### config.mk
export PLATFORM = sky130hd
export DESIGN_NAME = branch_target_predictor
export DESIGN_NICKNAME = d
export VERILOG_FILES = /design/src/rtl/branch_target_predictor_pkg.sv /design/src/rtl/branch_target_predictor_btb_storage.sv /design/src/rtl/branch_target_predictor.sv
export SDC_FILE = /design/constraint.sdc
export NUM_CORES = 2
export LEC_CHECK = 0
export CELL_PAD_IN_SITES_DETAIL_PLACEMENT = 0
export CELL_PAD_IN_SITES_GLOBAL_PLACEMENT = 2
export CORE_MARGIN = 3
export CORE_UTILIZATION = 45
export DETAILED_ROUTE_END_ITERATION = 16
export GPL_ROUTABILITY_DRIVEN = 0
export PLACE_DENSITY = 0.78
export SLEW_MARGIN = 20
export SYNTH_ARGS = -nofsm -noshare
export SYNTH_HDL_FRONTEND = slang
export SYNTH_SLANG_ARGS = --single-unit
### constraint.sdc
create_clock -name clk -period 41.8 [get_ports clk]
set_clock_uncertainty 0.2 [all_clocks]
set_input_delay 4.18 -clock clk [delete_from_list [all_inputs] [get_ports clk]]
set_output_delay 4.18 -clock clk [all_outputs]
set_load 0.05 [all_outputs]
### src/rtl/branch_target_predictor_pkg.sv
// rtl/branch_target_predictor_pkg.sv - shared types and helpers for the branch target predictor
package branch_target_predictor_pkg;

    localparam int PC_W = 32;

    typedef enum logic [1:0] {
        CTR_SNT = 2'b00,
        CTR_WNT = 2'b01,
        CTR_WT  = 2'b10,
        CTR_ST  = 2'b11
    } ctr_t;

    // Saturating increment toward strongly taken
    function automatic ctr_t ctr_inc(input ctr_t c);
        return (c == CTR_ST) ? CTR_ST : ctr_t'(c + 2'b01);
    endfunction

    // Saturating decrement toward strongly not taken
    function automatic ctr_t ctr_dec(input ctr_t c);
        return (c == CTR_SNT) ? CTR_SNT : ctr_t'(c - 2'b01);
    endfunction

    // Word index into the table; callers size-cast the result to IDX_W bits
    function automatic logic [PC_W-1:0] pc_index(input logic [PC_W-1:0] pc, input int idx_w);
        return (pc >> 2) & ((32'd1 << idx_w) - 32'd1);
    endfunction

    // Tag is everything above the index; callers size-cast to the tag width
    function automatic logic [PC_W-1:0] pc_tag(input logic [PC_W-1:0] pc, input int idx_w);
        return pc >> (idx_w + 2);
    endfunction

endpackage

### src/rtl/branch_target_predictor_btb_storage.sv
// rtl/branch_target_predictor_btb_storage.sv - direct-mapped BTB arrays with lookup and training ports
module btb_storage
    import branch_target_predictor_pkg::*;
#(
    parameter int ENTRIES = 16,
    parameter int IDX_W   = 4,
    parameter int TAG_W   = PC_W - IDX_W - 2
) (
    input  logic             clk,
    input  logic             reset,
    // lookup port
    input  logic [IDX_W-1:0] lk_idx,
    input  logic [TAG_W-1:0] lk_tag,
    output logic             lk_hit,
    output ctr_t             lk_ctr,
    output logic [PC_W-1:0]  lk_target,
    // training port
    input  logic             tr_en,
    input  logic [IDX_W-1:0] tr_idx,
    input  logic [TAG_W-1:0] tr_tag,
    input  logic             tr_taken,
    input  logic [PC_W-1:0]  tr_target
);

    logic [ENTRIES-1:0] valid_q;
    logic [TAG_W-1:0]   tag_q    [ENTRIES];
    logic [PC_W-1:0]    target_q [ENTRIES];
    ctr_t               ctr_q    [ENTRIES];
    logic               tr_hit;

    // Lookup reads the registered contents, so a same-cycle update is not visible yet
    assign lk_hit    = valid_q[lk_idx] && (tag_q[lk_idx] == lk_tag);
    assign lk_ctr    = ctr_q[lk_idx];
    assign lk_target = target_q[lk_idx];

    assign tr_hit    = valid_q[tr_idx] && (tag_q[tr_idx] == tr_tag);

    // Training: hits move the counter, taken misses allocate, not-taken misses are ignored
    always_ff @(posedge clk or posedge reset) begin
        if (reset) begin
            for (int i = 0; i < ENTRIES; i++) begin
                valid_q[i]  <= 1'b0;
                tag_q[i]    <= '0;
                target_q[i] <= '0;
                ctr_q[i]    <= CTR_WNT;
            end
        end else if (tr_en) begin
            if (tr_hit) begin
                if (tr_taken) begin
                    ctr_q[tr_idx]    <= ctr_inc(ctr_q[tr_idx]);
                    target_q[tr_idx] <= tr_target;
                end else begin
                    ctr_q[tr_idx] <= ctr_dec(ctr_q[tr_idx]);
                end
            end else if (tr_taken) begin
                valid_q[tr_idx]  <= 1'b1;
                tag_q[tr_idx]    <= tr_tag;
                target_q[tr_idx] <= tr_target;
                ctr_q[tr_idx]    <= CTR_WT;
            end
        end
    end

endmodule

### src/rtl/branch_target_predictor.sv
// rtl/branch_target_predictor.sv - next-PC generator with BTB prediction and EX-stage correction
module branch_target_predictor
    import branch_target_predictor_pkg::*;
#(
    parameter int ENTRIES = 16,
    parameter int IDX_W   = 4
) (
    input  logic            clk,
    input  logic            reset,
    input  logic [PC_W-1:0] pc_current,
    output logic [PC_W-1:0] next_pc,
    output logic            pred_taken,
    output logic [PC_W-1:0] pred_target,
    input  logic            ex_valid,
    input  logic            ex_is_branch,
    input  logic [PC_W-1:0] ex_pc,
    input  logic            ex_taken,
    input  logic [PC_W-1:0] ex_target,
    input  logic            ex_pred_taken,
    input  logic [PC_W-1:0] ex_pred_target,
    output logic            flush,
    output logic [31:0]     mispredict_count
);

    localparam int TAG_W = PC_W - IDX_W - 2;

    logic [IDX_W-1:0] lk_idx;
    logic [TAG_W-1:0] lk_tag;
    logic [IDX_W-1:0] tr_idx;
    logic [TAG_W-1:0] tr_tag;
    logic             lk_hit;
    ctr_t             lk_ctr;
    logic [PC_W-1:0]  lk_target;
    logic [PC_W-1:0]  pc_plus4;
    logic [PC_W-1:0]  ex_pc_plus4;
    logic             resolve;
    logic             mispredict;

    assign lk_idx = IDX_W'(pc_index(pc_current, IDX_W));
    assign lk_tag = TAG_W'(pc_tag(pc_current, IDX_W));
    assign tr_idx = IDX_W'(pc_index(ex_pc, IDX_W));
    assign tr_tag = TAG_W'(pc_tag(ex_pc, IDX_W));

    btb_storage #(
        .ENTRIES (ENTRIES),
        .IDX_W   (IDX_W),
        .TAG_W   (TAG_W)
    ) u_btb (
        .clk       (clk),
        .reset     (reset),
        .lk_idx    (lk_idx),
        .lk_tag    (lk_tag),
        .lk_hit    (lk_hit),
        .lk_ctr    (lk_ctr),
        .lk_target (lk_target),
        .tr_en     (resolve),
        .tr_idx    (tr_idx),
        .tr_tag    (tr_tag),
        .tr_taken  (ex_taken),
        .tr_target (ex_target)
    );

    // Adds wrap modulo 2^32
    assign pc_plus4    = pc_current + 32'd4;
    assign ex_pc_plus4 = ex_pc + 32'd4;

    assign pred_taken  = lk_hit && lk_ctr[1];
    assign pred_target = lk_hit ? lk_target : pc_plus4;

    // A resolved branch is wrong if the direction differs or a taken target differs
    assign resolve    = ex_valid && ex_is_branch;
    assign mispredict = resolve && ((ex_pred_taken != ex_taken) ||
                                    (ex_taken && (ex_pred_target != ex_target)));
    assign flush      = mispredict;

    // Correction from EX outranks the fetch-side prediction
    always_comb begin
        next_pc = pc_plus4;
        if (mispredict) begin
            next_pc = ex_taken ? ex_target : ex_pc_plus4;
        end else if (pred_taken) begin
            next_pc = lk_target;
        end
    end

    // Wrapping misprediction counter
    always_ff @(posedge clk or posedge reset) begin
        if (reset) begin
            mispredict_count <= '0;
        end else if (mispredict) begin
            mispredict_count <= mispredict_count + 32'd1;
        end
    end

endmodule

==> metrics.yaml <==
detailed_routing:
  via_per_inst: 6.24
  drt-total-wl_um: 184000
  drc: 0
  postRouteAntennaNets: 0
  drtIter0Drc: 3412
  route.vias.total: 35516
  first_pass_iters: 5
  avgRoutedWirePerCell_um: 32.3
place:
  place_area_um2: 58100
  hpwl_um: 116000
  numPortBuffers: 231
  pre_cts_slack_ns: 26.50
final_layout:
  seq_area_um2: 25200
  num-fill-cells: 10414
  multi_input_area_um2: 27600
  final_area_um2: 62000
  drive_gt1_frac: 0.411
  nNetsFinal: 4123
  synthToLayoutAreaGrowth_pct: 12.9
synth:
  netlist_instances: 3915
  synth_cell_types: 77
  netlist_area_um2: 54900
  synth.top_cell.area_share: 0.452
  synth_edf_count: 0
  synth_most_common_cell: "dfrtp_1"
  avgSynthCellArea_um2: 14.0
  ys_seq_elements: 1008
  seq_area_frac_synth: 0.460
  synth-async-reset-ratio: 1.00
  synth_fp_nets: 4055
  yosysWarnings: 0
  ys.flop_type: "dfrtp_1"
  synthTopCellsByCount: "dfrtp_1 (992), mux2_2 (684), mux4_2 (343)"
  ys_top_cells_by_area: "dfrtp_1 (45%), mux4_2 (14%), mux2_2 (14%)"
  yosysTopAreaCell: "dfrtp_1"
sta:
  fin_crit_sh: 0.362
  worstMarginPinSlew_ns: 1.22
  drv_slew: 0
  slew_headroom: 0.177
  setup_ws_ns: 26.66
  finalSetupViolCount: 0
  grt_setup_unrepaired: "no"
  hold_viol: 0
  fmax_mhz: 66.0
  setup_tns_ns: 0
  hold_ws_ns: 0.277
  fin_crit_ns: 15.14
clock_tree:
  clkTransAtPathRegs_ns: 0.06
  cts.path.max_buffers: 3
  cts-htree-levels: 3
  postCtsHoldBufs: 0
  cts_root_buf: "clkbuf_16"
  post_cts_resized: 0
  cts_tree: "done"
  cts_buffers: 111
  post_cts_buffers: 0
  cts.sinks: 1008
  clk_latency_ns: 0.74
run:
  drv_cap: 0
pwr:
  power_density_nw_per_um2: 43.7
  power_uw: 2710
  leakagePower_uw: 0.0274
  vdd_ir_drop_max_mv: 0.0324
floorplanning:
  fp-row-count: 127
  die_w_um: 355
  core_um2: 120000
  die_h_um: 355
  initial_core_util: 0.456
  ios: 232
  dieArea_um2: 126000
global_route:
  grt_pass1_wl_um: 267000
  antenna_found_initial: 15
  grt_pass1_vias: 36180
  gr-total-overflow: 0
  grt_usage: 0.291
  grt_max_degree: 171
outcome:
  outcome: "completed"
hold_path:
  min_path_type: "reg -> reg"
  holdPathStages: 2
  min_from: "u_btb.target_q[144]"
  whs_endpoint: "u_btb.target_q[144]"
critical_path:
  cp-end-kind: "output port"
  critPathKind: "in -> out"
  path_max_fanout: 67
  rr_worst_depth: 11
  r2r_slack_ns: 36.98
  worstPathRequired_ns: 37.42
  r2r_start: "u_btb.tag_q[309]"
  arrival_ns: 10.76
  reg2reg_to: "u_btb.tag_q[256]"
  cp-start-kind: "input pin"
## per-stage QoR
step	std cells	utilization
finish	5695	0.514
detailed placement	5482	0.483
CTS	5687	0.514
global route	5689	0.514
global placement	5482	0.483
floorplan	3915	-
## final cells by class
type,count,area share
Multi-Input combinational cell,2485,0.445
Sequential cell,1008,0.407
Clock buffer,162,0.0525
Timing Repair Buffer,341,0.0512
Tap cell,1612,0.0326
Clock inverter,43,0.00885
Inverter,36,0.00234
Antenna cell,8,0.000323
## state kept, by name, indices dropped and copies added (netlist names)
name,cells
u_btb.target_q,512
u_btb.tag_q,416
mispredict_count,32
u_btb.ctr_q,32
u_btb.valid_q,16
## power by group
group,switching [uW],internal (uW)
Clock,428,591
Combinational,244,259
Sequential,82.1,1100
Total,755,1950
## layout by cell type, fill, tap and decap left out, types with 22 or more instances in the layout
| cell | count |
|---|---|
| nand4_1 | 27 |
| clkinv_2 | 22 |
| nor2_1 | 100 |
| mux2_4 | 268 |
| dfrtp_1 | 992 |
| nor2b_1 | 25 |
| nand2_1 | 140 |
| xor2_1 | 56 |
| clkbuf_16 | 112 |
| xnor2_1 | 104 |
| clkdlybuf4s50_1 | 222 |
| clkbuf_1 | 24 |
| mux4_2 | 343 |
| inv_1 | 30 |
| mux2i_1 | 133 |
| nand3_1 | 70 |
| a21oi_1 | 61 |
| clkbuf_8 | 26 |
| o21ai_0 | 70 |
| a22oi_1 | 45 |
| mux2_2 | 684 |
| a31oi_1 | 38 |
| buf_4 | 110 |
## worst max path at each step
stage             startpoint  depth (start not counted)             endpoint  slack (ns)
6_report       pc_current[2]                         13           next_pc[8]       26.66
5_1_grt        pc_current[2]                         13           next_pc[8]       26.08
4_1_cts        pc_current[2]                         13          next_pc[15]       26.52
3_5_place_dp   pc_current[2]                         13          next_pc[15]       26.50
3_3_place_gp   pc_current[2]                         13           next_pc[8]       26.64
2_1_floorplan          reset                          1  mispredict_count[0]        9.08
## routing by layer
layer,up-vias,GRT usage,wire (um)
li1,14721,-,-
met3,261,0.0655,15100
met1,19132,0.416,79400
met4,6,0.0850,5490
met5,-,0,34
met2,1396,0.447,84200
## cell families after synthesis
| family | after synthesis | share of synthesized area |
|---|---|---|
| AO/OA/AOI/OAI | 339 | 0.0411 |
| adder cells (fa/ha/maj) | 7 | 0.00155 |
| AND/OR/NAND/NOR | 534 | 0.0507 |
| multiplexers | 1445 | 0.382 |
| flip-flops | 1008 | 0.460 |
| XOR/XNOR | 160 | 0.0255 |
| buffers and inverters | 422 | 0.0391 |
## critical path, cell delays in order
cell,delay (ns)
buf_8,0.52
buf_4,0.84
buf_4,0.86
mux4_2,0.62
mux2i_1,0.33
o32ai_1,0.12
a2111oi_0,0.38
a31oi_1,0.15
nor4_1,0.36
and4_4,0.90
nand3_1,0.15
a31oi_1,0.38
clkdlybuf4s50_1,0.88
Power figures use the tool's default switching activity.
